<file path="config.mk">
export PLATFORM = sky130hd
export DESIGN_NAME = bus_cycle_unit
export DESIGN_NICKNAME = d
export VERILOG_FILES = /design/src/rtl/bus_cycle_unit.sv
export SDC_FILE = /design/constraint.sdc
export NUM_CORES = 1
export LEC_CHECK = 0
export ABC_AREA = 1
export BUFFER_PORTS_ARGS = -buffer_cell sky130_fd_sc_hd__buf_2
export CAP_MARGIN = 10
export CORE_ASPECT_RATIO = 0.8
export CORE_MARGIN = 5
export CORE_UTILIZATION = 55
export DETAILED_ROUTE_END_ITERATION = 10
export PLACE_DENSITY_LB_ADDON = 0.08
export SLEW_MARGIN = 20
export SYNTH_ARGS = -nofsm -noshare
export SYNTH_HDL_FRONTEND = slang
export SYNTH_SLANG_ARGS = --single-unit
</file>
<file path="constraint.sdc">
create_clock -name clk -period 5.4 [get_ports clk]
set_clock_uncertainty 0.2 [all_clocks]
set_input_delay 0.81 -clock clk [delete_from_list [all_inputs] [get_ports clk]]
set_output_delay 0.81 -clock clk [all_outputs]
set_load 0.1 [all_outputs]
</file>
<file path="src/rtl/bus_cycle_unit.sv">
// bus_cycle_unit: multiplexed-bus master running T1..T4 byte cycles per
// transfer, with ready-driven wait states in T3.
// Optional feature: define BUS_TIMEOUT_EN to abort stuck transfers after
// TIMEOUT_CYC consecutive wait cycles (otherwise timeout is tied low).
// Ports:
//   clk, rst (async, active-low)
//   req/we/byte_op/io_m/adr/wdata : transfer request and attributes
//   rdata/busy/done/timeout       : transfer result and status
//   bus_a/ad_o/ad_oe/ad_i         : byte address and muxed addr/data bus
//   ale/rd_n/wr_n/den_n/dtr/iom   : bus strobes; ready : low = wait
module bus_cycle_unit #(
    parameter int DATA_BYTES  = 2,
    parameter int ADDR_W      = 20,
    parameter int TIMEOUT_CYC = 15
) (
    input  logic                    clk,
    input  logic                    rst,
    input  logic                    req,
    input  logic                    we,
    input  logic                    byte_op,
    input  logic                    io_m,
    input  logic [ADDR_W-1:0]       adr,
    input  logic [8*DATA_BYTES-1:0] wdata,
    output logic [8*DATA_BYTES-1:0] rdata,
    output logic                    busy,
    output logic                    done,
    output logic                    timeout,
    output logic [ADDR_W-1:0]       bus_a,
    output logic [7:0]              ad_o,
    output logic                    ad_oe,
    input  logic [7:0]              ad_i,
    output logic                    ale,
    output logic                    rd_n,
    output logic                    wr_n,
    output logic                    den_n,
    output logic                    dtr,
    output logic                    iom,
    input  logic                    ready
);

    localparam int IW = (DATA_BYTES > 1) ? $clog2(DATA_BYTES) : 1;

    if (DATA_BYTES < 1 || DATA_BYTES > 4) begin : g_bad_db
        $error("DATA_BYTES must be 1..4");
    end
    if (TIMEOUT_CYC < 1) begin : g_bad_to
        $error("TIMEOUT_CYC must be >= 1");
    end

    typedef enum logic [2:0] {
        S_IDLE,
        S_T1,
        S_T2,
        S_T3,
        S_T4
    } state_t;

    state_t                    r_state;
    state_t                    w_next;
    logic [ADDR_W-1:0]         r_adr;
    logic [8*DATA_BYTES-1:0]   r_wdata;
    logic                      r_we;
    logic                      r_bop;
    logic                      r_iom;
    logic [IW-1:0]             r_idx;
    logic [8*DATA_BYTES-1:0]   r_rdata;
    logic [ADDR_W-1:0]         w_bus_a;
    logic [7:0]                w_wbyte;
    logic                      w_last;
    logic                      w_load;
    logic                      w_to;
    logic                      w_to_hit;

`ifdef BUS_TIMEOUT_EN
    localparam int CW = $clog2(TIMEOUT_CYC + 1);

    logic [CW-1:0] r_wcnt;
    logic          r_to;

    // Abort on the T3 cycle that would make the wait run reach the limit.
    assign w_to_hit = (r_state == S_T3) && !ready
                   && (r_wcnt == CW'(TIMEOUT_CYC - 1));
    assign w_to     = r_to;

    always_ff @(posedge clk or negedge rst) begin
        if (!rst) begin
            r_wcnt <= '0;
            r_to   <= 1'b0;
        end else begin
            if (r_state == S_T3 && !ready && !w_to_hit)
                r_wcnt <= r_wcnt + 1'b1;
            else
                r_wcnt <= '0;
            if (w_to_hit)
                r_to <= 1'b1;
            else if (r_state == S_T4)
                r_to <= 1'b0;
        end
    end
`else
    assign w_to_hit = 1'b0;
    assign w_to     = 1'b0;
`endif

    assign w_bus_a = r_adr + ADDR_W'(r_idx);
    assign w_last  = r_bop || (r_idx == IW'(DATA_BYTES - 1));
    assign w_load  = (r_state == S_T3) && (ready || w_to_hit);
    assign rdata   = r_rdata;

    always_comb begin
        w_wbyte = '0;
        for (int i = 0; i < DATA_BYTES; i++) begin
            if (r_idx == IW'(i))
                w_wbyte = r_wdata[i*8 +: 8];
        end
    end

    always_ff @(posedge clk or negedge rst) begin
        if (!rst)
            r_state <= S_IDLE;
        else
            r_state <= w_next;
    end

    always_comb begin
        w_next  = r_state;
        busy    = 1'b0;
        done    = 1'b0;
        timeout = 1'b0;
        bus_a   = '0;
        ad_o    = '0;
        ad_oe   = 1'b0;
        ale     = 1'b0;
        rd_n    = 1'b1;
        wr_n    = 1'b1;
        den_n   = 1'b1;
        dtr     = 1'b1;
        iom     = 1'b0;
        if (r_state != S_IDLE) begin
            busy  = 1'b1;
            bus_a = w_bus_a;
            dtr   = r_we;
            iom   = r_iom;
            // Write data stays on the bus through T4 for hold time.
            if (r_we) begin
                ad_o  = w_wbyte;
                ad_oe = 1'b1;
            end
        end
        unique case (r_state)
            S_IDLE: begin
                if (req)
                    w_next = S_T1;
            end
            S_T1: begin
                w_next = S_T2;
                ale    = 1'b1;
                ad_o   = w_bus_a[7:0];
                ad_oe  = 1'b1;
            end
            S_T2, S_T3: begin
                den_n = 1'b0;
                if (r_we)
                    wr_n = 1'b0;
                else
                    rd_n = 1'b0;
                if (r_state == S_T2)
                    w_next = S_T3;
                else if (ready || w_to_hit)
                    w_next = S_T4;
            end
            S_T4: begin
                done    = w_last || w_to;
                timeout = w_to;
                w_next  = (w_last || w_to) ? S_IDLE : S_T1;
            end
            default: w_next = S_IDLE;
        endcase
    end

    always_ff @(posedge clk or negedge rst) begin
        if (!rst) begin
            r_adr   <= '0;
            r_wdata <= '0;
            r_we    <= 1'b0;
            r_bop   <= 1'b0;
            r_iom   <= 1'b0;
            r_idx   <= '0;
            r_rdata <= '0;
        end else begin
            if (r_state == S_IDLE && req) begin
                r_adr   <= adr;
                r_wdata <= wdata;
                r_we    <= we;
                r_bop   <= byte_op;
                r_iom   <= io_m;
                r_idx   <= '0;
            end else if (r_state == S_T4) begin
                r_idx <= (w_next == S_T1) ? r_idx + 1'b1 : '0;
            end
            // Byte reads clear the upper bytes in the same load.
            if (w_load && !r_we) begin
                for (int i = 0; i < DATA_BYTES; i++) begin
                    if (r_idx == IW'(i))
                        r_rdata[i*8 +: 8] <= ready ? ad_i : 8'hFF;
                    else if (r_bop)
                        r_rdata[i*8 +: 8] <= 8'h00;
                end
            end
        end
    end

endmodule

</file>
==> impl_metrics.yaml, run 1 <==
floorplan:
  die_area_um2: 7375
  io_pins: 105
  fp.dieH_um: 77.82
  initial_core_util_pct: 57.22
  die_x_um: 94.77
  core_area_um2: 5525
  num_rows: 24
worst_setup_path:
  path_cells: "ha_1 -> ha_1 -> nand2_2 -> nor2_2 -> nand2_2 -> inv_1 -> o21ai_0 -> a21oi_1 -> buf_2"
  ff2ff_path_depth: 6
  criticalPathCategory: "flip-flop to output pin"
  crit_start: "r_idx"
  arrival_ps: 2730
  max_stage_delay_ps: 670
  required_ps: 4390
  path_max_fanout: 11
  crit_path_start_kind: "flip-flop"
  crit_slowest_cell: "dfrtp_1"
  crit-reg2reg-launch: "r_state[0]"
  r2r_end: "r_wdata[14]"
  end_kind: "output pin"
  reg2reg_slack_ps: 3170
logic_synthesis:
  syn_nets: 468
  async_reset_ff_share_pct: 100.0
  synth_simple_gate_area_share_pct: 36.13
  synth_compound_area_share_pct: 6.529
  syn-cell-area_um2: 3162
  ys.flop_type: "dfrtp_1"
  synth_top_area_cell: "dfrtp_1"
  syn_inst: 415
  synth-edff-count: 0
  yosys.area_share.xor_xnor_pct: 1.662
  ys_warn_count: 0
  synth_common_cells: "186 x nand2_1, 59 x dfrtp_1, 32 x nor2_1, 27 x inv_1, 19 x o21ai_0"
  postSynthAreaPerCell_um2: 7.619
  yosys_register_bits: 59
  synth_cell_types: 34
  synthDominantCellAreaShare_pct: 46.70
  yosysMostFrequentCell: "nand2_1"
  synth.area.mux_share_pct: 1.899
  synthTopCellsByArea: "dfrtp_1 47%, nand2_1 22%, nor2_1 3.8%, inv_1 3.2%, o21ai_0 3.0%"
  synth_top_family_by_area: "simple AND/OR/NAND/NOR gates"
  yosysSeqAreaShare_pct: 46.70
  synthAdderAreaFrac_pct: 0.7915
place:
  dpl.hpwl_mm: 5.859
  io_buffer_count: 103
  placed_area_um2: 3705
  gp_congestion: 0.9210
layout:
  design_area_um2: 3899
  diodes: 0
  area_growth_pct: 23.31
  nets: 571
  drive_gt1_share_pct: 29.64
timing:
  setup_viol: 0
  maxSlewHeadroom_pct: 50.85
  drv_slew: 0
  rsz0062_at_grt: "false"
  tightest_slew_ps: 737.2
  period_minus_slack_ps: 3739
  finalHoldViolations: 0
  max_freq_mhz: 267.5
  tns_ps: 0
  period_share_pct: 69.24
drt:
  drc: 0
  drtIter0Drc: 173
  antenna_left: 0
  firstDrtPassIters: 4
  vias_per_cell: 4.948
  num_vias: 2974
  wl_per_cell_um: 13.32
  drt-total-wl_mm: 8.005
run_status:
  status: "completed"
min_path:
  hp-start: "rdata[15]"
  hold_end: "rdata[15]"
  whs_path_depth: 2
  hold_path.class: "flip-flop to flip-flop"
cts:
  cts.path.max_buffers: 2
  clkLatencyLatePin_ps: 340
  cts_resized: 0
  root_buffer: "clkbuf_8"
  clock_sinks: 59
  cts_hold_buf: 0
  tritoncts: "done"
  cts_buffers: 9
  post_cts_buffers: 0
  clk_pin_slew_worst_paths_ps: 70
  htreeDepth: 3
job:
  max-cap-violations: 0
grt:
  antenna_found_initial: 0
  grt_pass1_vias: 2852
  grt_remaining_overflow: 0
  grt_usage_pct: 22.97
  grt_pass1_wl_mm: 13.33
  grt_max_degree: 60
[layout make-up]
| class | count | area (um2) |
|---|---|---|
| clock buffer | 11 | 141.4 |
| fill | 506 | 1627 |
| timing repair buffer | 104 | 523.0 |
| multi-input combinational | 313 | 1490 |
| sequential | 59 | 1476 |
| inverter | 31 | 117.6 |
| tap | 78 | 97.59 |
| clock inverter | 5 | 52.55 |
[flip-flops by register name, summed over array words and instances, names as in the netlist]
register,flops
r_adr,20
r_idx,1
r_we,1
r_wdata,16
r_state,3
r_bop,1
r_iom,1
rdata,16
[metrics by stage]
step           cells  worst slack (ps)  util, %  hold WS [ps]
6_report         601              1661    70.56         265.4
4_1_cts          601              1642    70.56         269.6
3_5_place_dp     585              2043    67.05         254.3
2_1_floorplan    415              1454        -         233.8
3_3_place_gp     585              2142    67.05         248.8
5_1_grt          601              1404    70.56         292.2
[layout by cell type, fill, tap and decap left out]
| cell type | synthesis | final |
|---|---|---|
| a21oi_1 | 5 | 5 |
| and3_1 | 1 | 1 |
| buf_2 | 8 | 103 |
| buf_4 | 2 | 1 |
| bufinv_16 | 0 | 1 |
| clkbuf_1 | 0 | 1 |
| clkbuf_8 | 0 | 10 |
| clkinv_2 | 1 | 4 |
| clkinvlp_4 | 0 | 1 |
| conb_1 | 1 | 1 |
| dfrtp_1 | 59 | 59 |
| ha_1 | 2 | 2 |
| inv_1 | 27 | 27 |
| inv_2 | 3 | 3 |
| mux2i_1 | 6 | 6 |
| nand2_1 | 186 | 186 |
| nand2_2 | 3 | 3 |
| nand2_4 | 3 | 3 |
| nand3_1 | 7 | 7 |
| nand3_2 | 1 | 1 |
| nand4_1 | 3 | 3 |
| nor2_1 | 32 | 32 |
| nor2_2 | 9 | 9 |
| nor2_4 | 3 | 3 |
| nor2_8 | 1 | 1 |
| nor3_1 | 1 | 1 |
| nor3_4 | 1 | 1 |
| nor3b_1 | 1 | 1 |
| o211ai_1 | 2 | 2 |
| o21ai_0 | 19 | 19 |
| o21ai_1 | 2 | 2 |
| o21ai_4 | 1 | 1 |
| o22ai_1 | 6 | 6 |
| o31ai_1 | 1 | 1 |
| or2_2 | 10 | 10 |
| xnor2_1 | 3 | 3 |
| xor2_1 | 3 | 3 |
[kinds of logic (layout without fill, tap and decap cells)]
kind of cell,count (synthesis),count (layout)
compound gates,36,36
fa+ha+maj,2,2
buf+inv,43,151
flops,59,59
other cells,1,1
simple gates,262,262
xor+xnor,6,6
mux,6,6
[how the worst max path moves through the flow]
stage,end
finish,bus_a[10]
global route,bus_a[12]
CTS,bus_a[10]
detailed placement,bus_a[10]
global placement,bus_a[10]
floorplan,ad_o[5]
[critical path, delay by kind of cell, from the launching register on]
family / cells / cell delay, ps
AO/OA/AOI/OAI: 2 / 190
AND/OR/NAND/NOR: 3 / 440
flip-flops: 1 / 670
buffers and inverters: 2 / 540
adder cells (fa/ha/maj): 2 / 540
[layer usage]
metal,part of all wire (%),vias to the layer above,GRT usage (%)
met3,8.6,14,7.253
li1,-,1495,-
met1,47,1355,33.09
met5,0,-,0
met2,43,110,32.86
met4,1.4,0,7.349
Power of run 1 is not shown: default switching activity piles up to over one toggle a cycle in this logic, so the estimate is an artifact.
==> run 2, diff against run 1 <==
--- a/config.mk
+++ b/config.mk
@@ -5,12 +5,12 @@
 export SDC_FILE = /design/constraint.sdc
 export NUM_CORES = 1
 export LEC_CHECK = 0
-export ABC_AREA = 1
+export ABC_AREA = 0
 export BUFFER_PORTS_ARGS = -buffer_cell sky130_fd_sc_hd__buf_2
 export CAP_MARGIN = 10
 export CORE_ASPECT_RATIO = 0.8
 export CORE_MARGIN = 5
-export CORE_UTILIZATION = 55
+export CORE_UTILIZATION = 50
 export DETAILED_ROUTE_END_ITERATION = 10
 export PLACE_DENSITY_LB_ADDON = 0.08
 export SLEW_MARGIN = 20
==> constraint.sdc (replaced) <==
create_clock -name clk -period 3.9 [get_ports clk]
set_clock_uncertainty 0.2 [all_clocks]
set_input_delay 0.585 -clock clk [delete_from_list [all_inputs] [get_ports clk]]
set_output_delay 0.585 -clock clk [all_outputs]
set_load 0.1 [all_outputs]
==> run 2 against run 1 <==
Worst hold slack worse by 220 ps. Utilization decreased by 5.3 points. Synthesized cell count down 34%. Non-clock buffer count grew 2. First-iteration DRC count decreased by 8.1%.
==> impl_metrics.yaml, run 2 <==
timing:
  max_freq_mhz: 293.7
  tightest_slew_ps: 950.7
  period_share_pct: 87.31
  setup_viol: 0
  maxSlewHeadroom_pct: 36.62
  tns_ps: 0
  drv_slew: 0
  rsz0062_at_grt: "false"
  period_minus_slack_ps: 3405
  finalHoldViolations: 0
logic_synthesis:
  syn_nets: 326
  synth-edff-count: 0
  synth_common_cells: "59 x dfrtp_1, 34 x mux2_2, 25 x nor2_1, 19 x nand2_1, 16 x a22o_1"
  ys.flop_type: "dfrtp_1"
  yosysMostFrequentCell: "dfrtp_1"
  async_reset_ff_share_pct: 100.0
  yosys_register_bits: 59
  yosysSeqAreaShare_pct: 49.92
  ys_warn_count: 0
  synth_top_area_cell: "dfrtp_1"
  syn-cell-area_um2: 2958
  synth_cell_types: 37
  postSynthAreaPerCell_um2: 10.83
  synthDominantCellAreaShare_pct: 49.92
  synthTopCellsByArea: "dfrtp_1 50%, mux2_2 13%, a22o_1 4.7%, xnor2_1 3.6%, nor2_1 3.2%"
  syn_inst: 273
worst_setup_path:
  end_kind: "output pin"
  required_ps: 3120
  crit_start: "r_adr[0]"
  crit_path_start_kind: "flip-flop"
  path_max_fanout: 5
  reg2reg_slack_ps: 1210
  critPathCapture: "bus_a[16]"
  arrival_ps: 2620
  ff2ff_path_depth: 3
  r2r_end: "r_adr[15]"
  criticalPathCategory: "flip-flop to output pin"
  crit-reg2reg-launch: "r_state[1]"
floorplan:
  fp.dieH_um: 78.80
  die_area_um2: 7564
  num_rows: 25
  initial_core_util_pct: 50.84
  io_pins: 105
  core_area_um2: 5818
  die_x_um: 95.99
cts:
  clkLatencyLatePin_ps: 330
  root_buffer: "clkbuf_8"
  tritoncts: "done"
  htreeDepth: 3
  cts_hold_buf: 0
  cts_buffers: 9
  post_cts_buffers: 0
  cts_resized: 0
  clk_pin_slew_worst_paths_ps: 60
  clock_sinks: 59
  cts.path.max_buffers: 2
job:
  max-cap-violations: 0
drt:
  drtIter0Drc: 159
  wl_per_cell_um: 15.93
  vias_per_cell: 5.337
  num_vias: 2455
  drt-total-wl_mm: 7.326
  antenna_left: 0
  firstDrtPassIters: 4
  drc: 0
layout:
  area_growth_pct: 28.43
  final_common_cell: "buf_2"
  nets: 429
  diodes: 0
  drive_gt1_share_pct: 43.01
  final_cell_mix: "99 x buf_2, 59 x dfrtp_1, 34 x mux2_2"
  largest_register_ffs: 20
  largest_register: "r_adr"
place:
  io_buffer_count: 103
  dpl.hpwl_mm: 5.573
  gp_congestion: 0.8281
grt:
  grt_remaining_overflow: 0
  grt_pass1_wl_mm: 12.02
  grt_usage_pct: 20.81
  antenna_found_initial: 0
  grt_max_degree: 46
  grt_pass1_vias: 2560
run_status:
  status: "completed"
min_path:
  hold_path.class: "input pin to async pin"
[run 2: cell count changes after synthesis, moves of 5 or more]
cell | previous run | this run
a22o_1 | 0 | 16
buf_2 | 8 | 3
clkbuf_1 | 0 | 6
inv_1 | 27 | 9
mux2_2 | 0 | 34
nand2_1 | 186 | 19
nand2b_1 | 0 | 10
nor2_1 | 32 | 25
nor2_2 | 9 | 0
nor4_1 | 0 | 5
o21ai_0 | 19 | 10
or2_2 | 10 | 2
xnor2_1 | 3 | 12
[run 2: final cells by class]
cell class / instances / area [um2]
inverters: 9 / 33.78
clock buffers: 12 / 155.1
clock inverters: 2 / 60.06
multi-input cells: 191 / 1386
fillers: 511 / 2019
repair buffers: 106 / 585.6
flip-flops and latches: 59 / 1476
well taps: 81 / 101.3
[run 2: kinds of logic (layout without fill, tap and decap cells)]
family,after synthesis,after routing,synth area share [%]
flops,59,59,49.92
fa+ha+maj,2,2,0.8459
other cells,1,1,0.1268
xor+xnor,14,14,4.146
compound gates,44,44,10.24
simple gates,88,88,15.40
buf+inv,23,129,3.679
mux,42,42,15.65
[run 2: per-stage QoR]
| step | instances | hold WS [ps] | setup slack (ps) | area, um2 | utilization [%] |
|---|---|---|---|---|---|
| floorplan | 273 | 89.41 | 50.47 | 2965 | - |
| global placement | 446 | 282.2 | 911.3 | 3581 | 61.55 |
| detailed placement | 446 | 283.1 | 826.5 | 3581 | 61.55 |
| CTS | 460 | 247.5 | 458.8 | 3796 | 65.25 |
| global route | 460 | 81.06 | 310.8 | 3799 | 65.29 |
| finish | 460 | 47.51 | 494.8 | 3799 | 65.29 |
[run 2: worst min path at each step]
stage	depth (start not counted)	slack, ps	end	startpoint
after floorplan	0	90	r_adr[0]	rst
after global placement	1	280	rdata[15]	rdata[15]
after detailed placement	1	280	rdata[7]	rdata[7]
after CTS	1	250	rdata[14]	rst
after global routing	1	80	rdata[6]	rst
final	1	50	rdata[14]	rst
[run 2: worst max-delay path, cell delays in order, from the launching register on]
cell and delay, ps:
dfrtp_1 360, ha_1 180, ha_1 220, nand2_1 150, or3_1 450, or4_1 540
a21oi_2 200, buf_12 190
[run 2: layer usage]
layer	track usage (%)	part of all wire, %	up-vias	wire (um)
li1	-	-	1174	-
met3	9.470	9.4	5	685
met5	0	0	-	0
met4	4.688	0.81	0	59
met2	32.32	47	89	3426
met1	26.57	43	1187	3154
Power of run 2 is left out for the same reason.
==> run 3, diff against run 2 <==
--- a/config.mk
+++ b/config.mk
@@ -9,8 +9,8 @@
 export BUFFER_PORTS_ARGS = -buffer_cell sky130_fd_sc_hd__buf_2
 export CAP_MARGIN = 10
 export CORE_ASPECT_RATIO = 0.8
-export CORE_MARGIN = 5
-export CORE_UTILIZATION = 50
+export CORE_MARGIN = 10
+export CORE_UTILIZATION = 54
 export DETAILED_ROUTE_END_ITERATION = 10
 export PLACE_DENSITY_LB_ADDON = 0.08
 export SLEW_MARGIN = 20
==> constraint.sdc (replaced) <==
create_clock -name clk -period 4 [get_ports clk]
set_clock_uncertainty 0.2 [all_clocks]
set_input_delay 0.6 -clock clk [delete_from_list [all_inputs] [get_ports clk]]
set_output_delay 0.6 -clock clk [all_outputs]
set_load 0.1 [all_outputs]
==> run 3 against run 2 <==
Utilization grew 5.1 points. Non-clock buffer count grew 1. Final cell count shrank 2.8%. Routed wire length grew 5.8%. First-iteration DRC count shrank 36%.
==> impl_metrics.yaml, run 3 (synthesis results as in run 2) <==
floorplan:
  fp.dieH_um: 86.20
  io_pins: 105
  die_x_um: 102.7
  initial_core_util_pct: 55.03
  core_area_um2: 5375
  num_rows: 24
  die_area_um2: 8856
drt:
  vias_per_cell: 5.508
  drt-total-wl_mm: 7.749
  antenna_left: 0
  drc: 0
  drtIter0Drc: 102
  num_vias: 2462
  wl_per_cell_um: 17.34
  firstDrtPassIters: 4
timing:
  tns_ps: 0
  rsz0062_at_grt: "false"
  max_freq_mhz: 276.8
  period_minus_slack_ps: 3613
  tightest_slew_ps: 975.5
  maxSlewHeadroom_pct: 34.37
  finalHoldViolations: 0
  setup_viol: 0
  period_share_pct: 90.31
  drv_slew: 0
layout:
  multi_input_area_um2: 1386
  largest_register_ffs: 20
  register_area_um2: 1476
  area_growth_pct: 27.83
  final_cell_mix: "101 x buf_2, 59 x dfrtp_1, 34 x mux2_2"
  finalNonFillerCells: 447
  final_common_cell: "buf_2"
  fillCellCount: 410
  diodes: 0
  largest_register: "r_adr"
  drive_gt1_share_pct: 43.46
  nets: 430
cts:
  cts.path.max_buffers: 2
  root_buffer: "clkbuf_8"
  clk_pin_slew_worst_paths_ps: 70
  cts_buffers: 9
  tritoncts: "done"
  clock_sinks: 59
  post_cts_buffers: 0
  htreeDepth: 3
  clkLatencyLatePin_ps: 330
  cts_resized: 0
  cts_hold_buf: 0
grt:
  grt_usage_pct: 18.28
  grt_remaining_overflow: 0
  antenna_found_initial: 0
  grt_pass1_vias: 2612
  grt-busiest-layer: "met2"
  met3_usage_pct: 6.683
  grt_max_degree: 45
  grt_pass1_wl_mm: 12.88
  use_met2_pct: 28.24
  use_met1_pct: 23.69
worst_setup_path:
  r2r_end: "r_wdata[8]"
  crit-reg2reg-launch: "r_state[1]"
  reg2reg_slack_ps: 1580
  end_kind: "output pin"
  crit_path_start_kind: "flip-flop"
  ff2ff_path_depth: 3
  arrival_ps: 2810
  path_max_fanout: 7
  criticalPathCategory: "flip-flop to output pin"
  required_ps: 3200
place:
  io_buffer_count: 103
  gp_congestion: 0.8298
  dp_cells: 431
  dpl.hpwl_mm: 6.009
run_status:
  status: "completed"
min_path:
  hold_path.class: "input pin to async pin"
job:
  max-cap-violations: 0
==> run 3: cell types whose count changed in the layout (fill, tap and decap cells not counted), sizes merged <==
cell      before  now
buf          106  107
clkinv         0    1
clkinvlp       0    1
==> run 3: cell type report <==
| type | count | area share [%] |
|---|---|---|
| sequential | 59 | 39.05 |
| multi-input combinational | 191 | 36.66 |
| timing repair buffer | 107 | 15.22 |
| clock buffer | 12 | 4.103 |
| tap | 65 | 2.151 |
| clock inverter | 4 | 1.919 |
| inverter | 9 | 0.8934 |
==> run 3: how the worst max path moves through the flow <==
stage	from	cells after the start	slack, ps	end
floorplan	r_idx	3	140	ad_o[0]
global placement	r_idx	6	930	bus_a[19]
detailed placement	r_adr[0]	6	750	bus_a[19]
CTS	r_adr[0]	6	380	bus_a[19]
global route	r_adr[0]	6	190	bus_a[19]
finish	r_adr[0]	6	390	bus_a[19]
==> run 3: critical path, cell delays in order, from the launching register on <==
cell and delay, ps:
dfrtp_1 370, ha_1 190, nand3_1 240, nor4_1 870
nand4_1 210, a21oi_1 180, buf_2 440
==> run 3: stage by stage <==
step	cell area, um2	hold slack, ps	setup slack (ps)	utilization [%]
floorplan	2965	104.4	135.5	-
global placement	3553	283.7	927.1	66.11
detailed placement	3553	291.7	753.2	66.11
CTS	3781	227.1	380.6	70.34
global route	3781	282.2	189.6	70.34
finish	3781	211.3	387.4	70.34
==> run 3: metal layers <==
| metal | wire length (um) | up-vias | part of all wire, % |
|---|---|---|---|
| met3 | 716 | 7 | 9.2 |
| met1 | 3376 | 1184 | 44 |
| met5 | 0 | - | 0 |
| li1 | - | 1182 | - |
| met2 | 3584 | 89 | 46 |
| met4 | 72 | 0 | 0.93 |
Power of run 3 is left out for the same reason.
